## config.mk

```make
export PLATFORM = sky130hd
export DESIGN_NAME = mul_div_unit
export DESIGN_NICKNAME = d
export VERILOG_FILES = /design/src/rtl/mul_div_unit.sv
export SDC_FILE = /design/constraint.sdc
export NUM_CORES = 1
export LEC_CHECK = 0
export CORE_AREA = 3 3 213 215
export CTS_BUF_LIST = sky130_fd_sc_hd__clkbuf_4 sky130_fd_sc_hd__clkbuf_8
export DETAILED_ROUTE_END_ITERATION = 8
export DIE_AREA = 0 0 216 218
export GPL_ROUTABILITY_DRIVEN = 0
export PLACE_DENSITY = 0.62
export SYNTH_ARGS = -nofsm -noshare
export SYNTH_HDL_FRONTEND = slang
export SYNTH_SLANG_ARGS = --single-unit
export TNS_END_PERCENT = 100
```

## constraint.sdc

```tcl
create_clock -name clk -period 9.1 [get_ports clk]
set_clock_uncertainty 0.05 [all_clocks]
set_input_delay 2.73 -clock clk [delete_from_list [all_inputs] [get_ports clk]]
set_output_delay 2.73 -clock clk [all_outputs]
set_load 0.005 [all_outputs]
```

## src/rtl/mul_div_unit.sv

```systemverilog
// Iterative RV32M/RV64M multiply/divide unit: radix-2 shift-add multiply and
// restoring divide, one bit per cycle, with start/done handshake and flush.
module mul_div_unit #(
  parameter int XLEN = 32
) (
  input  logic            clk,
  input  logic            rst_n,
  input  logic            start,
  input  logic            flush,
  input  logic [2:0]      func3,
  input  logic [XLEN-1:0] opA,
  input  logic [XLEN-1:0] opB,
  output logic            ready,
  output logic            busy,
  output logic            done,
  output logic [XLEN-1:0] result
);

  localparam int CW = $clog2(XLEN);
  localparam logic [1:0] IDLE = 2'd0;
  localparam logic [1:0] BUSY = 2'd1;
  localparam logic [1:0] DONE = 2'd2;

  logic [1:0]        state;
  logic [CW-1:0]     count;
  logic [2:0]        op_reg;
  logic              sign_a;
  logic              sign_b;
  // Multiply: operand = |multiplicand|, acc = {high partial, multiplier}.
  // Divide:   operand = |divisor|,      acc low half = dividend shifting into quotient.
  logic [XLEN-1:0]   operand;
  logic [2*XLEN-1:0] acc;
  logic [XLEN-1:0]   rem;
  logic [XLEN-1:0]   result_reg;

  // Accept-cycle decode
  logic            is_div;
  logic            a_signed;
  logic            b_signed;
  logic            a_neg;
  logic            b_neg;
  logic [XLEN-1:0] mag_a;
  logic [XLEN-1:0] mag_b;
  logic            div_zero;
  logic            div_ovf;
  logic [XLEN-1:0] special_result;

  assign is_div   = func3[2];
  assign a_signed = (func3 == 3'b001) || (func3 == 3'b010) || (is_div && !func3[0]);
  assign b_signed = (func3 == 3'b001) || (is_div && !func3[0]);
  assign a_neg    = a_signed && opA[XLEN-1];
  assign b_neg    = b_signed && opB[XLEN-1];
  assign mag_a    = a_neg ? -opA : opA;
  assign mag_b    = b_neg ? -opB : opB;
  assign div_zero = is_div && (opB == '0);
  assign div_ovf  = is_div && !func3[0] && (opA == {1'b1, {(XLEN-1){1'b0}}}) && (&opB);

  always_comb begin
    special_result = '0;
    if (div_zero)
      special_result = func3[1] ? opA : '1;
    else if (div_ovf)
      special_result = func3[1] ? '0 : opA;
  end

  // One iteration of each datapath
  logic [XLEN:0]     add_sum;
  logic [2*XLEN-1:0] mul_next;
  logic [XLEN:0]     shifted;
  logic [XLEN:0]     diff;
  logic              fits;
  logic [XLEN-1:0]   rem_next;
  logic [XLEN-1:0]   quo_next;

  assign add_sum  = {1'b0, acc[2*XLEN-1:XLEN]} + (acc[0] ? {1'b0, operand} : '0);
  assign mul_next = {add_sum, acc[XLEN-1:1]};
  assign shifted  = {rem, acc[XLEN-1]};
  assign diff     = shifted - {1'b0, operand};
  assign fits     = !diff[XLEN];
  assign rem_next = fits ? diff[XLEN-1:0] : shifted[XLEN-1:0];
  assign quo_next = {acc[XLEN-2:0], fits};

  // Sign correction applied on the final iteration
  logic              negate;
  logic [2*XLEN-1:0] prod_fix;
  logic [XLEN-1:0]   quo_fix;
  logic [XLEN-1:0]   rem_fix;
  logic [XLEN-1:0]   final_result;

  assign negate   = sign_a ^ sign_b;
  assign prod_fix = negate ? -mul_next : mul_next;
  assign quo_fix  = negate ? -quo_next : quo_next;
  assign rem_fix  = sign_a ? -rem_next : rem_next;

  always_comb begin
    final_result = prod_fix[2*XLEN-1:XLEN];
    if (op_reg[2])
      final_result = op_reg[1] ? rem_fix : quo_fix;
    else if (op_reg[1:0] == 2'b00)
      final_result = prod_fix[XLEN-1:0];
  end

  always_ff @(posedge clk) begin
    if (!rst_n) begin
      state      <= IDLE;
      count      <= '0;
      op_reg     <= '0;
      sign_a     <= 1'b0;
      sign_b     <= 1'b0;
      operand    <= '0;
      acc        <= '0;
      rem        <= '0;
      result_reg <= '0;
    end else if (flush && state != IDLE) begin
      state <= IDLE;
    end else begin
      case (state)
        IDLE: begin
          if (start && !flush) begin
            op_reg  <= func3;
            sign_a  <= a_neg;
            sign_b  <= b_neg;
            count   <= CW'(XLEN-1);
            operand <= is_div ? mag_b : mag_a;
            acc     <= {{XLEN{1'b0}}, (is_div ? mag_a : mag_b)};
            rem     <= '0;
            if (div_zero || div_ovf) begin
              result_reg <= special_result;
              state      <= DONE;
            end else begin
              state <= BUSY;
            end
          end
        end
        BUSY: begin
          if (op_reg[2]) begin
            acc[XLEN-1:0] <= quo_next;
            rem           <= rem_next;
          end else begin
            acc <= mul_next;
          end
          if (count == '0) begin
            result_reg <= final_result;
            state      <= DONE;
          end else begin
            count <= count - 1'b1;
          end
        end
        DONE:    state <= IDLE;
        default: state <= IDLE;
      endcase
    end
  end

  assign ready  = (state == IDLE);
  assign busy   = (state == BUSY);
  assign done   = (state == DONE);
  assign result = result_reg;

endmodule

```

; ---- After elaboration in Yosys (flattened, before gate mapping)
; Index checks and enable logic that the tools add are counted.
[classes]
addsub = 8
n_mux = 34
eq_ne = 11
reduce_logical = 30
n_bitwise = 3
[ops]
columns = operator, n
row1 = 2-to-1 mux 32 bit, 22
row2 = 2-to-1 mux 64 bit, 2
row3 = negation 32 bit, 4
row4 = one-hot mux 32 bit (2 select lines), 2
row5 = one-hot mux 64 bit (2 select lines), 1
row6 = negation 64 bit, 1
row7 = adder 32 x 32 -> 33 bit, 1
row8 = subtractor 33 x 32 -> 33 bit, 1
row9 = equality test 32 bit (second input constant), 1
row10 = logical NOT 32 bit, 1
row11 = AND reduction 32 bit, 1
row12 = AND reduction 4 bit, 3
row13 = 2-to-1 mux 5 bit, 2
row14 = one-hot mux 5 bit (2 select lines), 1
row15 = logical AND 1 bit, 8
row16 = != test 2 x 1 -> 1 bit (second input constant), 4
row17 = 2-to-1 mux 2 bit, 3
row18 = AND reduction 3 bit, 2
row19 = logical NOT 5 bit, 1
row20 = AND reduction 5 bit, 1
row21 = subtractor 5 x 1 -> 5 bit (second input constant), 1
row22 = logical NOT 2 bit, 2
row23 = logical OR 1 bit, 4
row24 = != test 2 bit (second input constant), 2
row25 = other kinds (11), 15
[word_totals]
input_bits = 71
register_bits = 172

; ---- Longest topological paths before layout
; Gate-level depths: netlist of run 1.
[depth]
ltp_word = 9
mapped_depth = 23

; ---- Least setup slack after synthesis of run 1
; OpenSTA, ideal clock, no wires.
[synth_timing]
path_type = in2reg
start = input port opA[6]
end = register acc[29]
arrival_ns = 5.329
required_ns = 8.959
stages = 11
slack_ns = 3.630
path_buffers = 0
setup_ns = 0.091
cell_sequence = nor4_1 -> nor3b_1 -> inv_1 -> nor3b_1 -> nand2_1 -> or4_1 -> o31ai_1 -> xnor2_1 -> nor2_1 -> a211o_1 -> a311oi_1
[synth_between]
elab_chain_len = 5
[synth_rtl]
columns = element, line_no
row1 = start: declaration, 11  ; input logic [XLEN-1:0] opA,
row2 = negation 32 bit, 53  ; assign mag_a = a_neg ? -opA : opA;
row3 = 2-to-1 mux 32 bit, 53
row4 = 2-to-1 mux 32 bit, 125  ; acc <= {{XLEN{1'b0}}, (is_div ? mag_a : mag_b)};
row5 = 2-to-1 mux 64 bit, 119  ; if (start && !flush) begin
row6 = one-hot mux 64 bit (2 select lines), 117  ; case (state)
row7 = end signal: assignment, 125
row8 = end signal: indexed assignment, 137  ; acc[XLEN-1:0] <= quo_next;
row9 = end signal: assignment, 140  ; acc <= mul_next;
row10 = end: declaration, 32  ; logic [2*XLEN-1:0] acc;
; Every way passes these cells. The select of a mux whose other input is x is not followed.
; A chain may end at the register's enable or synchronous reset.

; ---- Worst setup path after layout of run 1
[layout_timing]
start = input port opA[6]
end = register result_reg[23] (netlist: result[23])
[layout_between]
elab_chain_len = 8
[layout_rtl]
columns = element, line_no
row1 = equality test 32 bit (*), 56  ; assign div_ovf = is_div && !func3[0] && (opA == {1'b1, {(XLEN-1){1'b0}}}) && (&opB);
row2 = logical AND 1 bit (*) (2 in a row), 56
row3 = 2-to-1 mux 32 bit, 62  ; else if (div_ovf)
row4 = 2-to-1 mux 32 bit, 60  ; if (div_zero)
row5 = 2-to-1 mux 32 bit, 127  ; if (div_zero || div_ovf) begin
row6 = 2-to-1 mux 32 bit, 119
row7 = one-hot mux 32 bit (2 select lines), 117
row8 = end signal: assignment, 128  ; result_reg <= special_result;
row9 = end signal: assignment, 143  ; result_reg <= final_result;
row10 = end: declaration, 34  ; logic [XLEN-1:0] result_reg;
; Every way passes the cells marked *; elsewhere a longest branch is shown, timed or not. The select of a mux whose other input is x is not followed.

==> results.yml, run 1 <==
final_layout:
  stdcell_count: 3061
  fin_nets: 2601
  fill_cells: 4630
  design_area_mm2: 0.0192
  largest_reg_flops: 64
  final_core_util_pct: 43.6
  drive_above_1_share_pct: 6.20
  syn_to_final_growth_pct: 9.81
  regMostFlops: "acc"
synth:
  seq_area_frac_synth_pct: 19.7
  synth_xor_area_share_pct: 10.8
  ys_ff_latch: 172
  yosysTopAreaCell: "dfxtp_1"
  synth.most_common_cell: "nor2_1"
  synth_area_leaders: "dfxtp_1, nor2_1, a21oi_1"
  netlist_area_mm2: 0.0174
  post_synth_and_or_nand_nor_area_fraction_pct: 24.9
  syn_nets: 2634
  synthArstFlopShare_pct: 0
  synth_top_area_share_pct: 19.7
  synth_compound_area_share_pct: 29.0
  yosys-top-cells-count: "nor2_1, a21oi_1, nand2_1"
  synth_mux_area_share_pct: 4.51
  syn_area_per_cell_um2: 7.01
  synth_edf_count: 0
  yosysUniqueCellTypes: 98
  synth-main-ff-cell: "dfxtp_1"
  synth_top_family_by_area: "compound AO/OA/AOI/OAI gates"
  ys_warn_count: 0
  syn_inst: 2489
  yosys.area_share.adder_pct: 5.39
floorplanning:
  ios: 106
  die_w_um: 216
  die_area_mm2: 0.0471
  core_area_mm2: 0.0439
  start_util_pct: 39.7
  rows: 77
  die_y_um: 218
clock_network:
  cts_resized: 0
  h-tree-depth: 4
  clock_sink_count: 172
  clockRootBuffer: "clkbuf_8"
  clk_pin_slew_ns: 0.10
  tritoncts: "done"
  clk_latency_ns: 0.52
  cts_setup_buffers: 0
  cts_buffers: 17
  clockBufferDepth: 2
  hold_buffers: 0
setup_path:
  critPathSlowestCell: "a211oi_4"
  cp-end-kind: "register"
  crit_arrival_ns: 7.04
  path_class: "in2reg"
  cp.required_ns: 9.50
  crit_path_cell_trace: "clkdlybuf4s50_1 -> nor4_1 -> nor4b_1 -> nand4b_1 -> or4_1 -> nor2_1 -> nor2_1 -> a211oi_4 -> buf_4 -> o21ai_0 -> a2111oi_0 -> or3_1"
  cp_max_fo: 33
  slowest_delay_ns: 0.67
  crit_top_cell: "nor2_1"
  worstSetupStartpointType: "primary input"
place:
  dp_cells: 3029
  dp_slack_ns: 2.11
  hpwl_um: 53800
  io_buffers: 105
  placed_area_mm2: 0.0188
pwr:
  power.total_mw: 2.31
  leakagePower_nw: 6.94
  ir_drop_mv: 0.0954
  p_per_area_mw_per_mm2: 121
sta:
  final_hold_viol_count: 0
  max_slew_margin_pct: 15.5
  setup_ws_ns: 2.46
  setup_tns_ns: 0
  setup_viol: 0
  period_share_pct: 73.0
  slew_violations: 0
  hold_slack_ns: 0.405
  tightest_slew_ns: 1.26
  period_needed_ns: 6.64
  fmax_ghz: 0.151
  grt_setup_unrepaired: "false"
routing:
  routedWlPerCell_um: 22.7
  drt_wl_total_um: 69400
  drtPass1Iterations: 6
  drt-initial-drc-count: 2438
  via_per_inst: 6.19
  drc_errors: 0
  via_count: 18900
  antenna_left: 0
grt:
  grt.overflow.total: 0
  grt_usage_pct: 28.6
  antenna_found_initial: 0
  grt_pass1_vias: 17400
  grt_max_degree: 77
  grt_pass1_wl_um: 105000
flow_run:
  cap_viol_max_count: 0
outcome:
  status: "finished, final reports clean"
hold_path:
  hold_path.class: "reg2reg"
report_power, final:
part	total (mW)	switching (mW)	internal, mW
sequential	0.856	0.0674	0.789
clock	0.577	0.343	0.233
combinational	0.877	0.564	0.313
cell usage in the layout, fill, tap and decap left out, drive strengths merged, types with 34 or more instances in the layout:
cell type / n
nand2: 227
o211ai: 65
o21ai: 178
clkdlybuf4s50: 104
ha: 72
mux2i: 55
nor3: 69
dfxtp: 172
a211oi: 37
inv: 73
a21oi: 231
nor2: 381
a21o: 34
nand3: 36
xor2: 85
xnor2: 127
cell type report:
type | count | area, µm² | area share, %
Inverter | 69 | 262 | 1.37
Tap cell | 592 | 741 | 3.87
Multi-Input combinational cell | 2065 | 13100 | 68.3
Clock buffer | 19 | 255 | 1.33
Sequential cell | 172 | 3440 | 18.0
Clock inverter | 12 | 126 | 0.660
Antenna cell | 1 | 2.50 | 0.0131
Timing Repair Buffer | 131 | 1240 | 6.48
worst max-delay path, delay by kind of cell:
kind            cells  cell delay, ns
compound gates      3            1.26
buf+inv             2            0.97
simple gates        7            2.07
routing by layer:
metal,share of wire [%],GRT usage (%)
met4,6.0,15.2
met5,0,0
met2,41,41.9
met1,43,39.3
met3,9.7,5.95
cell families (layout without fill, tap and decap cells):
family / count (synthesis) / in the layout
XOR/XNOR: 212 / 212
multiplexers: 75 / 75
AO/OA/AOI/OAI: 777 / 777
adder cells (fa/ha/maj): 74 / 74
other: 0 / 1
flip-flops: 172 / 172
AND/OR/NAND/NOR: 927 / 927
buffers and inverters: 252 / 231
final timing paths:
path | depth (start not counted) | start | endpoint | slack, ns
hold / removal | 2 | operand[5] | operand[5] | 0.41
setup reg to reg | 18 | acc[31] | result[22] | 3.45
hold reg to reg | 2 | operand[5] | operand[5] | 0.41
setup / recovery | 12 | opA[6] | result[23] | 2.46
No activity file was read; power rests on OpenSTA's default activity.
==> run 2, diff against run 1 <==
--- a/config.mk
+++ b/config.mk
@@ -10,7 +10,7 @@
 export DETAILED_ROUTE_END_ITERATION = 8
 export DIE_AREA = 0 0 216 218
 export GPL_ROUTABILITY_DRIVEN = 0
-export PLACE_DENSITY = 0.62
+export PLACE_DENSITY = 0.64
 export SYNTH_ARGS = -nofsm -noshare
 export SYNTH_HDL_FRONTEND = slang
 export SYNTH_SLANG_ARGS = --single-unit
==> constraint.sdc (replaced) <==
create_clock -name clk -period 5.4 [get_ports clk]
set_clock_uncertainty 0.05 [all_clocks]
set_input_delay 1.62 -clock clk [delete_from_list [all_inputs] [get_ports clk]]
set_output_delay 1.62 -clock clk [all_outputs]
set_load 0.005 [all_outputs]
==> run 2 against run 1 <==
First-iteration DRC count rose by 11%. Sequential power rose by 68%. Sequential share of layout area fell by 0.27 points. Core utilization rose by 0.67 points. Clock-buffer cell count rose by 2. Total power rose by 72%. Critical path depth rose by 5. Worst setup slack got worse by 2.2 ns. Die area did not move. Design area rose by 1.5%. Largest power group unchanged. Highest routed layer unchanged.
==> results.yml, run 2 (synthesis gave the netlist of run 1 again) <==
grt:
  grt_pass1_wl_um: 105000
  grt_max_degree: 141
  grt_usage_pct: 28.6
  grt_use_met2_pct: 41.6
  antenna_found_initial: 0
  busiest_layer: "met2"
  grt_pass1_vias: 17600
  grtUsageMet1_pct: 39.6
  grt.overflow.total: 0
  grt_use_met3_pct: 5.99
final_layout:
  layout_common_cells: "nor2_1, a21oi_1, nand2_1"
  fin_nets: 2634
  syn_to_final_growth_pct: 11.5
  layout_commonest_cell: "nor2_1"
  drive_above_1_share_pct: 7.47
  regMostFlops: "acc"
  stdcell_count: 3095
  multi_input_area_mm2: 0.0131
  largest_reg_flops: 64
  seq_area_mm2: 0.00344
  fill_cells: 4559
routing:
  drt-initial-drc-count: 2703
  routedWlPerCell_um: 22.6
  via_per_inst: 6.24
  drtPass1Iterations: 8
  via_count: 19300
  antenna_left: 0
  drc_errors: 0
  drt_wl_total_um: 69800
sta:
  setup_viol: 0
  slew_violations: 0
  max_slew_margin_pct: 37.6
  period_share_pct: 95.4
  tightest_slew_ns: 0.933
  fmax_ghz: 0.194
  setup_ws_ns: 0.250
  period_needed_ns: 5.15
  setup_tns_ns: 0
  hold_slack_ns: 0.405
  grt_setup_unrepaired: "false"
  final_hold_viol_count: 0
flow_run:
  cap_viol_max_count: 0
setup_path:
  crit_arrival_ns: 5.55
  cp.required_ns: 5.80
  cp_max_fo: 20
  path_class: "reg2reg"
  worstSetupStartpointType: "register"
  cp-end-kind: "register"
pwr:
  p_per_area_mw_per_mm2: 204
  ir_drop_mv: 0.162
  leakagePower_nw: 7.13
floorplanning:
  core_area_mm2: 0.0439
  rows: 77
  start_util_pct: 39.7
  die_area_mm2: 0.0471
  die_w_um: 216
  die_y_um: 218
  ios: 106
place:
  dp_cells: 3062
  dp_slack_ns: 0.170
  hpwl_um: 54400
  io_buffers: 105
clock_network:
  clockBufferDepth: 2
  clockRootBuffer: "clkbuf_8"
  clk_latency_ns: 0.53
  h-tree-depth: 4
  clk_pin_slew_ns: 0.10
  cts_buffers: 17
  cts_resized: 0
  tritoncts: "done"
  cts_setup_buffers: 0
  hold_buffers: 0
  clock_sink_count: 172
hold_path:
  hold_path.class: "reg2reg"
outcome:
  status: "finished, final reports clean"
[run 2: changes by cell type in the layout (fill, tap and decap cells not counted), sizes merged]
cell | before | now
bufinv | 1 | 2
buf | 27 | 60
clkinv | 5 | 8
inv | 73 | 68
clkbuf | 19 | 21
[run 2: routing by layer]
| metal | routed length, µm | share of wire, % |
|---|---|---|
| met5 | 0 | 0 |
| met4 | 4020 | 5.8 |
| met3 | 7950 | 11 |
| met2 | 28500 | 41 |
| met1 | 29400 | 42 |
[run 2: path summary, 6_finish.rpt]
path                            startpoint  cells after the start  slack [ns]    endpoint
worst max-delay path                acc[0]                     17        0.25  result[30]
worst min-delay path            operand[7]                      2        0.41  operand[7]
worst max register to register      acc[0]                     17        0.25  result[30]
worst min register to register  operand[7]                      2        0.41  operand[7]
[run 2: report_power, final]
part,switching (mW),internal (mW)
clock,0.547,0.465
combinational,0.965,0.546
sequential,0.113,1.33
total,1.62,2.34
[run 2: per-stage QoR]
step / power, mW / utilization [%] / instance area (µm²)
after floorplan: 2.40 / - / 17400
after detailed placement: 2.92 / 43.3 / 19000
final: 3.96 / 44.3 / 19400
after global routing: 4.13 / 44.3 / 19400
after CTS: 3.92 / 44.3 / 19400
after global placement: 2.91 / 43.3 / 19000
[run 2: layout make-up]
class                   count  area share (%)
diodes                      1          0.0129
clock buffers              21            1.49
clock inverters            11           0.682
inverters                  69            1.34
multi-input cells        2065            67.2
flip-flops and latches    172            17.7
well taps                 592            3.81
repair buffers            164            7.72
[run 2: worst max-delay path, stage by stage, from the launching register on]
cell and delay (ns):
dfxtp_1 0.46, clkinv_1 0.30, buf_4 0.32, buf_4 0.20, nor2_1 0.19, ha_1 0.32, nand2_1 0.15, nor2_1 0.42
nand2_1 0.10, o211ai_1 0.28, a21oi_1 0.25, a21o_1 0.27, a311oi_2 0.52, o2111ai_1 0.24, o31ai_1 0.34, xor2_1 0.33
o211ai_1 0.14, a31oi_1 0.17
